[config.mk]
export PLATFORM = sky130hd
export DESIGN_NAME = thor2022_insn_queue
export DESIGN_NICKNAME = d
export VERILOG_FILES = /design/src/rtl/thor2022_insn_queue.sv
export SDC_FILE = /design/constraint.sdc
export NUM_CORES = 1
export LEC_CHECK = 0
export CAP_MARGIN = 20
export CORE_ASPECT_RATIO = 0.5
export CORE_MARGIN = 8
export CORE_UTILIZATION = 45
export DETAILED_ROUTE_END_ITERATION = 7
export GPL_TIMING_DRIVEN = 0
export HOLD_SLACK_MARGIN = 0.02
export PLACE_DENSITY = 0.69
export SYNTH_ARGS = -nofsm -noshare
export SYNTH_HDL_FRONTEND = slang
export SYNTH_SLANG_ARGS = --single-unit
[constraint.sdc]
create_clock -name clk_i -period 5.6 [get_ports clk_i]
set_input_delay 1.12 -clock clk_i [delete_from_list [all_inputs] [get_ports clk_i]]
set_output_delay 1.12 -clock clk_i [all_outputs]
set_load 0.02 [all_outputs]
[src/rtl/thor2022_insn_queue.sv]
// Fetch-to-decode instruction queue: DEP-entry circular buffer of {valid, insn, pc}; flush empties it in one cycle.
// Latency 1 cycle push-to-dv_o; `define THOR2022_IQ_BYPASS_EN adds a 0-cycle fetch-to-decode pass-through when empty.
// Backpressure: frdy_o = !full_o from registered count only; a pop while full is accepted and frdy_o rises next cycle.
module thor2022_insn_queue #(
  parameter int DEP = 8,
  parameter int IW  = 40,
  parameter int PCW = 32,
  localparam int CW = $clog2(DEP) + 1
) (
  input  logic           clk_i,
  input  logic           rst_i,
  input  logic           flush_i,
  input  logic           fv_i,
  input  logic [IW-1:0]  finsn_i,
  input  logic [PCW-1:0] fpc_i,
  output logic           frdy_o,
  output logic           dv_o,
  output logic [IW-1:0]  dinsn_o,
  output logic [PCW-1:0] dpc_o,
  input  logic           dack_i,
  output logic [CW-1:0]  cnt_o,
  output logic           empty_o,
  output logic           full_o
);

  localparam int AW = $clog2(DEP);

  typedef struct packed {
    logic           vld;
    logic [IW-1:0]  insn;
    logic [PCW-1:0] pc;
  } entry_t;

  entry_t         mem [DEP];
  logic [AW-1:0]  rd_ptr, wr_ptr;
  logic [CW-1:0]  cnt;
  entry_t         head;
  logic           byp_take;
  logic           push, pop;

  assign head    = mem[rd_ptr];
  assign cnt_o   = cnt;
  assign empty_o = (cnt == '0);
  assign full_o  = (cnt == CW'(DEP));
  assign frdy_o  = !full_o;

  always_comb begin
    dv_o     = head.vld;
    dinsn_o  = head.insn;
    dpc_o    = head.pc;
    byp_take = 1'b0;
`ifdef THOR2022_IQ_BYPASS_EN
    // Empty queue: present the fetched instruction directly; consumed in-cycle means it is never stored.
    if (empty_o && fv_i && !flush_i) begin
      dv_o     = 1'b1;
      dinsn_o  = finsn_i;
      dpc_o    = fpc_i;
      byp_take = dack_i;
    end
`endif
  end

  // Pop only acts on a stored entry; a bypassed instruction never touches the pointers.
  assign push = fv_i && frdy_o && !byp_take;
  assign pop  = dack_i && head.vld;

  always_ff @(posedge clk_i) begin
    if (rst_i) begin
      for (int i = 0; i < DEP; i++) mem[i] <= '0;
      rd_ptr <= '0;
      wr_ptr <= '0;
      cnt    <= '0;
    end else if (flush_i) begin
      for (int i = 0; i < DEP; i++) mem[i].vld <= 1'b0;
      rd_ptr <= '0;
      wr_ptr <= '0;
      cnt    <= '0;
    end else begin
      if (push) begin
        mem[wr_ptr] <= '{vld: 1'b1, insn: finsn_i, pc: fpc_i};
        wr_ptr      <= wr_ptr + 1'b1;
      end
      if (pop) begin
        mem[rd_ptr].vld <= 1'b0;
        rd_ptr          <= rd_ptr + 1'b1;
      end
      case ({push, pop})
        2'b10:   cnt <= cnt + 1'b1;
        2'b01:   cnt <= cnt - 1'b1;
        default: cnt <= cnt;
      endcase
    end
  end

endmodule

# Yosys cells after proc, flatten, opt, wreduce, memory -nomap -nowiden
# Memory sizes are Yosys's and may differ from the RTL's. A register that Yosys moved wholly into a read port is not among the register bits.
# Cells that the tools add are included.
# totals
regBits,10
in_bits,77
out_inout_bits,80
mem_bits_rw,584
memories,1
wordCells,57
# mem_list
memory,depth,word_bits,rd,rd_clocked_by_memory_dff,wr,line_no,source
mem,8,73,1,1,8,34,entry_t mem [DEP];
# classes
n_reduce_logical,8
add_sub_neg,4
muxes,30
n_bitwise,8
eq_ne,3
# op_table
cell,count
2-to-1 mux 73 bit,2
OR reduction 73 bit,2
2-to-1 mux 1 bit,21
2-to-1 mux 3 bit,4
bitwise OR 1 bit,8
case mux 4 bit (2 select lines),1
adder 3 x 1 -> 3 bit (second input constant),2
adder 4 x 1 -> 4 bit (second input constant),1
equality test 4 bit (second input constant),1
zero test 4 bit,1
2-to-1 mux 2 bit,2
subtractor 4 x 1 -> 4 bit (second input constant),1
equality test 2 x 1 -> 1 bit (second input constant),1
equality test 2 bit (second input constant),1
logical AND 1 bit,2
nonzero test 2 bit,1
OR reduction 2 bit,1
zero test 1 bit,1

# Longest topological paths before layout
# logic_depth
depth_word,9
ltp_mapped,13
depth_no_buf,10

# Worst setup path after synthesis
# OpenSTA, ideal clock, no wires.
# synth_path
path_kind,input to register
from,in rst_i
to,"mem mem[1][0] (netlist name), enable pin"
setup_time_ns,0.442
required_ns,5.158
path_stages,4
arrival_ns,3.734
slack_ns,1.424
n_path_buf,1
path_cell_list,or2_2 > clkbuf_1 > or4_1 > nand2b_1
# synth_lines
element,line_no,source
"start, declared",11,"input logic rst_i,"
"end, declared",34,

==> impl_metrics.json <==
{
  "status": "finished clean",
  "setup_slack_placement_ps": 1370,
  "antenna_found_initial": 3,
  "synth-edff-count": 576,
  "core-area_sq_um": 58900,
  "slew_headroom_pct": 16.5,
  "final-max-slew-violation-count": 0,
  "gp_routability_congestion": 0.775,
  "ys_types": 44,
  "timing.critical_path.required_ps": 4480,
  "power.switching_fraction_pct": 21.3,
  "maxClockFrequency_mhz": 209,
  "cts_tree": "done",
  "ys_seq_area_share_pct": 66.5,
  "grt_first_pass_wirelength_mm": 94.8,
  "avgViaCountPerCell": 5.35,
  "r2r.worst_path.cells": 11,
  "clock_sinks": 597,
  "post_synth_inst_count": 1614,
  "synth.cell_area_sq_um": 26700,
  "placement.io_buffers": 156,
  "synth-async-reset-ratio_pct": 0,
  "report.power.total_w": 0.00926,
  "p_seq_share_pct": 55.0,
  "clkLatencyLatePin_ps": 590,
  "hpwl_mm": 38.7,
  "clkTransAtPathRegs_ps": 70,
  "count_of_filler_cells_inserted_in_the_layout": 4637,
  "worst-endpoint-arrival_ps": 3680,
  "grt.total_usage_pct": 18.4,
  "hold_start": "mem[2][72]",
  "power_report.internal_total_w": 0.00729,
  "deepest_level_of_the_cts_h_tree": 2,
  "postCtsResizedCells": 0,
  "crit_fanout": 10,
  "critPathKind": "reg2out",
  "finalNetCount": 1920,
  "drt-wirelength-per-cell_microns": 23.6,
  "hold_violations": 0,
  "overflow": 0,
  "final_layout_size_suffix_gt1_share_pct": 18.7,
  "hold-path-endpoint": "mem[2][72]",
  "detail-route-antenna-nets": 0,
  "io_pins": 157,
  "floorplan.die_area_sq_um": 67800,
  "final.period_utilization_pct": 85.6,
  "drt_wl_total_mm": 62.8,
  "post_synth.cell_area_avg_sq_um": 16.5,
  "initial_utilization_pct": 45.3,
  "synthesis_stage_register_bit_count": 597,
  "hp-class": "reg2reg",
  "min_period_ps": 4800,
  "finalSetupViolCount": 0,
  "crit-reg2reg-capture": "cnt_o[3]",
  "clk_path_buf_depth": 3,
  "placementRows": 63,
  "vdd.ir_drop.worst_mv": 0.230,
  "power.switching_w": 0.00197,
  "detailedRoute.firstPassIterationCount": 7,
  "final.setup.worst_slack_ps": 805,
  "comb_power_share_pct": 6.1,
  "multiInputGateArea_sq_um": 8490,
  "fin_skew_ps": 12.4,
  "post-cts-setup-buffers": 0,
  "worstSetupStartpointType": "register",
  "cts_root_buffer": "sky130_fd_sc_hd__clkbuf_16",
  "power.leakage_nw": 11.1,
  "flow.area_growth_from_synthesis_pct": 17.0,
  "route.detailed.drc": 0,
  "min_delay_path_depth": 2,
  "synthesis.yosys.warnings": 0,
  "max_cap_violations": 0,
  "largest_net_degree_at_the_start_of_global_routing": 50,
  "die_width_microns": 360,
  "timing_worst_slew_pin_value_ps": 1250,
  "register_area_sq_um": 17700,
  "die_h_microns": 188,
  "cellPowerDensity_nw_per_um2": 297,
  "setup_repair_after_global_routing_missed_its_margin": "false",
  "postCtsHoldBufs": 0,
  "cts-buffers-inserted": 54,
  "synth_nets": 1697,
  "end_kind": "primary output",
  "dr_total_vias": 14200,
  "power_frac_clock_pct": 38.9,
  "first_global_vias": 15400,
  "worst-r2r-setup-slack_ps": 2230,
  "drt_iter0_markers": 1243,
  "ys.flop_type": "sky130_fd_sc_hd__edfxtp_1"
}
[critical path, cell delays in order, from the launching register on]
cell and delay, ps:
sky130_fd_sc_hd__dfxtp_1 380, sky130_fd_sc_hd__buf_2 360, sky130_fd_sc_hd__buf_2 390, sky130_fd_sc_hd__buf_1 640, sky130_fd_sc_hd__mux4_2 430, sky130_fd_sc_hd__mux2_2 320, sky130_fd_sc_hd__clkdlybuf4s50_1 550
[cells in the final DEF, fill, tap and decap left out, drive strengths merged, types with 2 or more instances in the layout]
master / netlist / final
mux2: 75 / 75
xor2: 4 / 4
and3: 3 / 3
dfxtp: 21 / 21
bufinv: 0 / 2
inv: 4 / 7
a32oi: 7 / 7
diode: 0 / 2
buf: 36 / 47
nand2: 16 / 16
clkbuf: 71 / 146
nor2: 17 / 17
edfxtp: 576 / 576
nor3: 6 / 6
nor2b: 3 / 3
or3: 2 / 2
clkinv: 1 / 16
clkdlybuf4s50: 0 / 156
mux4: 144 / 144
or2: 4 / 4
nand2b: 9 / 9
and2: 578 / 578
mux2i: 5 / 5
o21ai: 2 / 2
nand3b: 2 / 2
a21oi: 4 / 4
nand3: 5 / 5
nor4: 2 / 2
ha: 5 / 5
[through the flow]
step | area, sq um | cells | setup TNS, ps | hold WS (ps) | util, %
3_5_place_dp | 29500 | 2560 | 0 | 446 | 50.1
6_report | 31200 | 2658 | 0 | 457 | 53.0
5_1_grt | 31200 | 2658 | 0 | 483 | 53.0
4_1_cts | 31200 | 2655 | 0 | 455 | 52.9
3_3_place_gp | 29200 | 2550 | -370670 | 432 | 49.6
2_1_floorplan | 26700 | 1614 | 0 | 422 | -
[power groups by stage]
stage,registers (W),clock network [W],logic (W)
3_3_place_gp,0.00521,0,0.000550
2_1_floorplan,0.00518,0,0.000279
4_1_cts,0.00509,0.00364,0.000579
3_5_place_dp,0.00519,0,0.000577
6_report,0.00509,0.00360,0.000568
5_1_grt,0.00510,0.00381,0.000605
[how the worst max path moves through the flow]
stage	startpoint	to	slack [ps]
floorplan	rst_i	mem[1][0]	1420
global route	register	dpc_o[20]	670
CTS	register	dpc_o[20]	690
finish	register	dpc_o[20]	800
global placement	rst_i	mem[4][59]	-970
detailed placement	register	dpc_o[20]	1370
[sequential cells by signal (all words and copies together), names as in the netlist, named ones only]
name and cells:
mem 584, cnt_o 4, wr_ptr 3, rd_ptr 3
[synth_stat cells, types with 2 or more instances]
| master | n | share of area [%] |
|---|---|---|
| sky130_fd_sc_hd__dfxtp_1 | 21 | 1.6 |
| sky130_fd_sc_hd__and3_1 | 3 | 0.070 |
| sky130_fd_sc_hd__a21oi_1 | 4 | 0.075 |
| sky130_fd_sc_hd__mux2i_1 | 5 | 0.19 |
| sky130_fd_sc_hd__inv_1 | 4 | 0.056 |
| sky130_fd_sc_hd__clkbuf_1 | 71 | 1.0 |
| sky130_fd_sc_hd__xor2_1 | 4 | 0.13 |
| sky130_fd_sc_hd__edfxtp_1 | 576 | 65 |
| sky130_fd_sc_hd__nand2_1 | 15 | 0.21 |
| sky130_fd_sc_hd__nor2_1 | 17 | 0.24 |
| sky130_fd_sc_hd__a32oi_1 | 7 | 0.23 |
| sky130_fd_sc_hd__nand2b_1 | 9 | 0.21 |
| sky130_fd_sc_hd__and2_1 | 578 | 14 |
| sky130_fd_sc_hd__nor3_2 | 3 | 0.11 |
| sky130_fd_sc_hd__mux2_2 | 75 | 3.2 |
| sky130_fd_sc_hd__or2_2 | 4 | 0.094 |
| sky130_fd_sc_hd__nor3_1 | 3 | 0.056 |
| sky130_fd_sc_hd__nand3b_1 | 2 | 0.056 |
| sky130_fd_sc_hd__ha_1 | 5 | 0.23 |
| sky130_fd_sc_hd__or3_1 | 2 | 0.047 |
| sky130_fd_sc_hd__buf_1 | 6 | 0.084 |
| sky130_fd_sc_hd__mux4_2 | 144 | 12 |
| sky130_fd_sc_hd__buf_2 | 22 | 0.41 |
| sky130_fd_sc_hd__buf_6 | 8 | 0.34 |
| sky130_fd_sc_hd__o21ai_0 | 2 | 0.038 |
| sky130_fd_sc_hd__nor2b_1 | 3 | 0.070 |
| sky130_fd_sc_hd__nand3_1 | 4 | 0.075 |
[routing by layer]
layer / share of wire [%] / global-route usage (%) / up-vias
met5: 0 / 0 / -
met4: 1.8 / 4.08 / 0
met2: 52 / 33.2 / 364
met3: 5.1 / 2.77 / 84
li1: - / - / 6442
met1: 41 / 23.4 / 7318
[kinds of logic after synthesis]
logic type	synth area share (%)
and+or+nand+nor	15.1
DFF	66.5
muxes	15.5
buffers and inverters	1.91
AOI/OAI and AO/OA	0.521
adders and majority gates	0.310
xor gates and xnor gates	0.131
[area by class of cell]
class	instances	share of cell area [%]
Antenna cell	2	0.0160
Buffer	107	1.57
Clock buffer	75	4.89
Clock inverter	20	0.514
Inverter	5	0.0642
Multi-Input combinational cell	905	27.2
Sequential cell	597	56.8
Tap cell	780	3.13
Timing Repair Buffer	167	5.80
No activity file was read; power rests on OpenSTA's default activity.
